==> config.mk <==
export PLATFORM = sky130hd
export DESIGN_NAME = rob_retire
export DESIGN_NICKNAME = d
export VERILOG_FILES = /design/src/rtl/rob_retire.sv
export SDC_FILE = /design/constraint.sdc
export NUM_CORES = 1
export LEC_CHECK = 0
export BUFFER_PORTS_ARGS = -buffer_cell sky130_fd_sc_hd__buf_2
export CAP_MARGIN = 20
export CORE_AREA = 5 5 289 291
export CTS_CLUSTER_DIAMETER = 50
export DETAILED_ROUTE_END_ITERATION = 10
export DIE_AREA = 0 0 294 296
export GPL_TIMING_DRIVEN = 0
export MAX_ROUTING_LAYER = met4
export PLACE_DENSITY_LB_ADDON = 0.05
export SYNTH_ARGS = -nofsm -noshare
export SYNTH_HDL_FRONTEND = slang
export SYNTH_SLANG_ARGS = --single-unit
export TNS_END_PERCENT = 50
==> constraint.sdc <==
create_clock -name clk -period 29 [get_ports clk]
set_input_delay 2.9 -clock clk [delete_from_list [all_inputs] [get_ports clk]]
set_output_delay 2.9 -clock clk [all_outputs]
set_load 0.005 [all_outputs]
==> src/rtl/rob_retire.sv <==
// Reorder buffer control: allocates renamed instructions, marks completions from
// the CDB, retires in program order and squashes younger entries on a mispredict.
module rob_retire #(
  parameter int ROB_SIZE        = 32,
  parameter int ROB_SIZE_CLOG   = 5,
  parameter int ISSUE_WIDTH_MAX = 2,
  parameter int ROB_MAX_RETIRE  = 2,
  parameter int NUM_CDB         = 2,
  parameter int SRC_LEN         = 5,
  parameter int OPCODE_LEN      = 7,
  parameter logic [OPCODE_LEN-1:0] SB_TYPE = 7'b1100011
) (
  input  logic                                            clk,
  input  logic                                            rst,
  input  logic [ISSUE_WIDTH_MAX-1:0]                      instr_val_id,
  input  logic [ISSUE_WIDTH_MAX-1:0][OPCODE_LEN-1:0]      opcode_id,
  input  logic [ISSUE_WIDTH_MAX-1:0][SRC_LEN-1:0]         rd_id,
  input  logic [NUM_CDB-1:0]                              cdb_val,
  input  logic [NUM_CDB-1:0][ROB_SIZE_CLOG-1:0]           cdb_robid,
  input  logic [NUM_CDB-1:0]                              cdb_mispredict,
  output logic [ROB_SIZE_CLOG-1:0]                        rob_is_ptr,
  output logic                                            rob_full,
  output logic                                            rob_empty,
  output logic [ROB_MAX_RETIRE-1:0][SRC_LEN-1:0]          rd_ret,
  output logic [ROB_MAX_RETIRE-1:0]                       val_ret,
  output logic [ROB_MAX_RETIRE-1:0]                       branch_ret,
  output logic [ROB_SIZE_CLOG-1:0]                        mispredict_tag_id,
  output logic                                            branch_clear_id
);

  localparam int CW = ROB_SIZE_CLOG + 1;
  localparam logic [CW-1:0] FULL_LVL = CW'(ROB_SIZE - ISSUE_WIDTH_MAX);

  logic [ROB_SIZE_CLOG-1:0] head_q, head_d, tail_q, tail_d;
  logic [CW-1:0]            count_q, count_d;
  logic [ROB_SIZE-1:0]      valid_q, valid_d, done_q, done_d, mispred_q, mispred_d;
  logic [ROB_SIZE-1:0]      is_branch_q, is_branch_d;
  logic [ROB_SIZE-1:0][SRC_LEN-1:0] rd_q, rd_d;

  logic                     full;
  logic [ISSUE_WIDTH_MAX-1:0] accept;
  logic [ISSUE_WIDTH_MAX-1:0][ROB_SIZE_CLOG-1:0] alloc_idx;
  logic [ROB_SIZE_CLOG-1:0] alloc_end;
  logic [CW-1:0]            n_acc, n_ret;
  logic [ROB_MAX_RETIRE-1:0] ret;
  logic [ROB_MAX_RETIRE-1:0][ROB_SIZE_CLOG-1:0] ret_idx;
  logic                     ret_go;
  logic                     flush;
  logic [ROB_SIZE_CLOG-1:0] flush_tag;

  logic [ROB_MAX_RETIRE-1:0][SRC_LEN-1:0] rd_ret_q, rd_ret_d;
  logic [ROB_MAX_RETIRE-1:0] val_ret_q, val_ret_d, branch_ret_q, branch_ret_d;
  logic [ROB_SIZE_CLOG-1:0] tag_q, tag_d;
  logic                     clear_q, clear_d;

  assign full   = (count_q > FULL_LVL);
  assign accept = instr_val_id & ~{ISSUE_WIDTH_MAX{full}};

  // Accepted slots are packed onto consecutive robids starting at tail.
  always_comb begin
    alloc_idx = '0;
    alloc_end = tail_q;
    n_acc     = '0;
    for (int s = 0; s < ISSUE_WIDTH_MAX; s++) begin
      alloc_idx[s] = alloc_end;
      if (accept[s]) begin
        alloc_end = alloc_end + ROB_SIZE_CLOG'(1);
        n_acc     = n_acc + CW'(1);
      end
    end
  end

  // In-order retire; the first mispredicted entry retires and ends the group.
  always_comb begin
    ret       = '0;
    ret_idx   = '0;
    n_ret     = '0;
    flush     = 1'b0;
    flush_tag = '0;
    ret_go    = 1'b1;
    for (int r = 0; r < ROB_MAX_RETIRE; r++) begin
      ret_idx[r] = head_q + ROB_SIZE_CLOG'(r);
      if (ret_go && valid_q[ret_idx[r]] && done_q[ret_idx[r]]) begin
        ret[r] = 1'b1;
        n_ret  = n_ret + CW'(1);
        if (mispred_q[ret_idx[r]]) begin
          flush     = 1'b1;
          flush_tag = ret_idx[r];
          ret_go    = 1'b0;
        end
      end else begin
        ret_go = 1'b0;
      end
    end
  end

  always_comb begin
    valid_d     = valid_q;
    done_d      = done_q;
    mispred_d   = mispred_q;
    is_branch_d = is_branch_q;
    rd_d        = rd_q;
    head_d      = head_q + n_ret[ROB_SIZE_CLOG-1:0];
    tail_d      = alloc_end;
    count_d     = count_q + n_acc - n_ret;
    for (int c = 0; c < NUM_CDB; c++) begin
      if (cdb_val[c] && valid_q[cdb_robid[c]]) begin
        done_d[cdb_robid[c]]    = 1'b1;
        mispred_d[cdb_robid[c]] = mispred_d[cdb_robid[c]] | cdb_mispredict[c];
      end
    end
    for (int r = 0; r < ROB_MAX_RETIRE; r++) begin
      if (ret[r]) begin
        valid_d[ret_idx[r]]   = 1'b0;
        done_d[ret_idx[r]]    = 1'b0;
        mispred_d[ret_idx[r]] = 1'b0;
      end
    end
    if (flush) begin
      valid_d   = '0;
      done_d    = '0;
      mispred_d = '0;
      head_d    = flush_tag + ROB_SIZE_CLOG'(1);
      tail_d    = flush_tag + ROB_SIZE_CLOG'(1);
      count_d   = '0;
    end else begin
      for (int s = 0; s < ISSUE_WIDTH_MAX; s++) begin
        if (accept[s]) begin
          valid_d[alloc_idx[s]]     = 1'b1;
          done_d[alloc_idx[s]]      = 1'b0;
          mispred_d[alloc_idx[s]]   = 1'b0;
          is_branch_d[alloc_idx[s]] = (opcode_id[s] == SB_TYPE);
          rd_d[alloc_idx[s]]        = rd_id[s];
        end
      end
    end
  end

  always_comb begin
    val_ret_d    = ret;
    rd_ret_d     = '0;
    branch_ret_d = '0;
    for (int r = 0; r < ROB_MAX_RETIRE; r++) begin
      if (ret[r]) begin
        rd_ret_d[r]     = rd_q[ret_idx[r]];
        branch_ret_d[r] = is_branch_q[ret_idx[r]];
      end
    end
    clear_d = flush;
    tag_d   = flush ? flush_tag : tag_q;
  end

  always_ff @(posedge clk) begin
    if (rst) begin
      head_q       <= '0;
      tail_q       <= '0;
      count_q      <= '0;
      valid_q      <= '0;
      done_q       <= '0;
      mispred_q    <= '0;
      val_ret_q    <= '0;
      rd_ret_q     <= '0;
      branch_ret_q <= '0;
      clear_q      <= 1'b0;
      tag_q        <= '0;
    end else begin
      head_q       <= head_d;
      tail_q       <= tail_d;
      count_q      <= count_d;
      valid_q      <= valid_d;
      done_q       <= done_d;
      mispred_q    <= mispred_d;
      val_ret_q    <= val_ret_d;
      rd_ret_q     <= rd_ret_d;
      branch_ret_q <= branch_ret_d;
      clear_q      <= clear_d;
      tag_q        <= tag_d;
    end
  end

  // Payload fields are only read through valid entries, so they carry no reset.
  always_ff @(posedge clk) begin
    is_branch_q <= is_branch_d;
    rd_q        <= rd_d;
  end

  assign rob_is_ptr        = tail_q;
  assign rob_full          = full;
  assign rob_empty         = (count_q == '0);
  assign rd_ret            = rd_ret_q;
  assign val_ret           = val_ret_q;
  assign branch_ret        = branch_ret_q;
  assign mispredict_tag_id = tag_q;
  assign branch_clear_id   = clear_q;

endmodule

==> results.yml <==
route:
  drc: 0
  via_per_inst: 5.88
  postRouteAntennaNets: 0
  wl_met2_um: 58600
  totalWireLength_um: 121000
  drt_first_pass_iters: 8
  drtIter0Drc: 1888
  wl_met1_um: 48800
  vias: 21500
  dr.max_layer_used: "met4"
  wl_met3_um: 6290
  post_drt_wl_per_cell_um: 33.2
synthesis:
  synth_adder_area_share_pct: 1.83
  synth_mux_area_share_pct: 25.7
  synth_top_family_by_area: "multiplexers"
  netlist_instances: 2379
  synth-compound-area-share_pct: 14.9
  synth_xor_area_share_pct: 0.949
  ys_types: 90
  synth_flop_cell: "edfxtp_1"
  synth-seq-cells: 324
  syn_nets: 2453
  synth_area_per_cell_um2: 9.70
  async_flop_share_pct: 0
  netlist_area_um2: 23100
  synth_simple_gate_area_share_pct: 16.0
  synth_edf_count: 192
  seq_area_frac_synth_pct: 36.4
  yosysWarningCount: 0
timing:
  fin_crit_ns: 9.21
  setup_viol: 0
  relSlewSlack_pct: 17.7
  maxSlewViolCount: 0
  tns_ns: 0
  worstMarginPinSlew_ns: 1.23
  fin_ws_ns: 19.79
  finalCritPeriodShare_pct: 31.8
  rsz0062_at_grt: "false"
  fmax_mhz: 109
  clock_skew_ns: 0.0465
  hold_viol_final: 0
finish:
  final_nets: 2609
  syn2layout_area_growth_pct: 17.9
  multiInputGateArea_um2: 13800
  final_cells: 3648
  seq_area_um2: 8410
  drive_gt1_share_pct: 16.6
  n_fill_cell: 8272
run_status:
  outcome: "finished clean"
pwr:
  power.leakage_nw: 8.59
  p_per_area_nw_per_um2: 61.3
  ir_worst_vdd_mv: 0.0440
global_routing:
  grt_max_degree: 36
  grt_overflow: 0
  grt_antenna_before_repair: 3
  grt_pass1_wl_um: 169000
  grt_pass1_vias: 21400
  grt_use_total_pct: 28.0
clock_network:
  cts_setup_buffers: 0
  ctsResizeCount: 0
  clk_path_buf_depth: 3
  clockRootBuffer: "clkbuf_16"
  clock_latency_ns: 0.67
  clk_pin_slew_ns: 0.05
  cts_made_buffers: 61
  hold_buffers: 0
  cts_tree: "yes"
  h-tree-depth: 2
  cts.sinks: 324
worst_setup_path:
  cp_max_fo: 11
  cp.depth: 24
  cp_top_family: "buffers and inverters"
  cp.arrival_ns: 9.71
  crit_type: "reg2reg"
  crit_path_cell_trace: "clkbuf_1 -> clkbuf_1 -> buf_1 -> clkbuf_1 -> inv_1 -> ha_1 -> buf_2 -> buf_2 -> mux4_2 -> mux2i_1 -> a211oi_1 -> o211ai_1 -> nor2_1 -> buf_2 -> ha_1 -> fa_1 -> inv_1 -> ha_1 -> a21o_1 -> a21oi_1 -> o21bai_1 -> a21oi_1 -> xnor2_1 -> nor2_1"
  slowest_delay_ns: 0.85
  startpoint_type: "flop"
  cp.required_ns: 29.51
  worst_r2r_path_depth: 24
  crit_slowest_cell: "clkbuf_1"
  path_buf_inv: 9
  endpoint_kind: "flop"
floorplan:
  die-area_um2: 87000
  die_y_um: 296
  initial_core_util_pct: 28.8
  die_w_um: 294
  core_area_um2: 80300
  io_pins: 69
  num_rows: 104
placed_design:
  routabilityCongestion: 0.943
  dpl.hpwl_um: 95500
  portBuffers: 64
  dp.cells: 3530
  place_ws_ns: 19.68
min_path:
  hold_path_depth: 2
  holdCritPathClass: "reg2reg"
flow_run:
  cap_violations: 0
## routing by layer
layer | up-vias | track usage [%]
li1 | 9375 | -
met5 | - | -
met3 | 273 | 3.78
met4 | 0 | 14.2
met1 | 10900 | 33.2
met2 | 894 | 46.7
## path summary, 6_finish.rpt
check                                                  startpoint                                 to  slack, ns
worst min register to register  mispredict_tag_id[3]$_SDFFE_PP0P_  mispredict_tag_id[3]$_SDFFE_PP0P_       0.45
worst max-delay path                         head_q[1]$_SDFF_PP0_              count_q[5]$_SDFF_PP0_      19.79
worst max register to register               head_q[1]$_SDFF_PP0_              count_q[5]$_SDFF_PP0_      19.79
worst min-delay path            mispredict_tag_id[3]$_SDFFE_PP0P_  mispredict_tag_id[3]$_SDFFE_PP0P_       0.45
## state kept, by name, indices dropped and copies added, names as in the netlist, 5 cells and up
signal and flops:
count_q 6, done_q 32, head_q 5, is_branch_q 32, mispred_q 32, mispredict_tag_id 5
rd_q 160, rd_ret 10, rob_is_ptr 5, valid_q 32
## synth_stat cells, types with 11 or more instances
master,n,area (um^2)
xnor2_1,18,158
buf_1,20,75.1
nor2_1,308,1160
o22ai_1,24,150
mux4_2,128,2880
mux2i_1,281,2810
inv_1,45,169
o21ai_0,117,586
nor3_1,44,220
nand3_1,47,235
a22oi_1,32,240
a31oi_1,26,163
o31a_1,11,96.3
nand2_1,216,811
clkbuf_1,131,492
edfxtp_1,192,5770
a221oi_1,13,114
nor4_1,13,81.3
ha_1,29,363
nand4_1,17,106
nor2b_1,19,119
a211oi_1,22,165
a21oi_1,176,881
buf_2,36,180
nand3b_1,14,105
mux2_2,22,248
o221ai_1,22,193
nor3b_1,17,128
dfxtp_1,132,2640
nand2b_1,14,87.6
and3_1,17,106
a32oi_1,17,149
and2_1,11,68.8
## logic make-up after synthesis
family	Yosys count
AO/OA/AOI/OAI	537
XOR/XNOR	25
adder cells (fa/ha/maj)	32
buffers and inverters	237
flip-flops	324
multiplexers	431
AND/OR/NAND/NOR	793
## where the power goes
part | leakage [nW] | total (mW) | switching [mW] | internal (mW)
Sequential | 2.72 | 0.612 | 0.0531 | 0.559
Clock | 0.986 | 0.723 | 0.279 | 0.444
Combinational | 4.88 | 0.333 | 0.202 | 0.130
Total | 8.59 | 1.67 | 0.534 | 1.13
## worst register-to-register path, stage by stage (launching register included)
cell and delay [ns]:
dfxtp_1 0.69, clkbuf_1 0.68, clkbuf_1 0.85, buf_1 0.85, clkbuf_1 0.35, inv_1 0.24, ha_1 0.33, buf_2 0.34
buf_2 0.43, mux4_2 0.36, mux2i_1 0.09, a211oi_1 0.33, o211ai_1 0.33, nor2_1 0.78, buf_2 0.46, ha_1 0.29
fa_1 0.48, inv_1 0.09, ha_1 0.23, a21o_1 0.19, a21oi_1 0.22, o21bai_1 0.10, a21oi_1 0.18, xnor2_1 0.14
nor2_1 0.05
## cells in the final DEF, fill, tap and decap left out, drive strengths merged, types with 8 or more instances in the layout
cell / instances
a211oi: 22
a21oi: 176
a221oi: 14
a22o: 10
a22oi: 33
a31oi: 27
a32oi: 17
and2: 11
and3: 17
buf: 152
clkbuf: 214
clkinv: 18
clkinvlp: 8
dfxtp: 132
edfxtp: 192
ha: 29
inv: 49
mux2: 22
mux2i: 281
mux4: 128
nand2: 216
nand2b: 14
nand3: 48
nand3b: 14
nand4: 17
nor2: 309
nor2b: 19
nor3: 46
nor3b: 18
nor4: 13
o21ai: 119
o221ai: 22
o22ai: 24
o31a: 11
or2: 10
or3: 10
or3b: 13
xnor2: 18
## stage by stage
step	instance area (um^2)	hold WS, ns	total power [mW]	util [%]
final	27200	0.448	1.67	33.9
after global routing	27200	0.462	1.73	33.9
after CTS	27200	0.451	1.68	33.9
after detailed placement	25100	0.444	0.949	31.3
after global placement	24700	0.446	0.944	30.8
after floorplan	23100	0.453	0.809	-
## area by class of cell
class | instances | share of cell area [%]
inverters | 46 | 0.634
well taps | 1060 | 4.87
flip-flops and latches | 324 | 30.9
diodes | 2 | 0.0184
clock buffers | 82 | 6.31
clock inverters | 32 | 1.27
repair buffers | 93 | 2.58
plain buffers | 191 | 2.87
multi-input cells | 1818 | 50.5
Note: power is estimated with default switching activity, not from simulation.
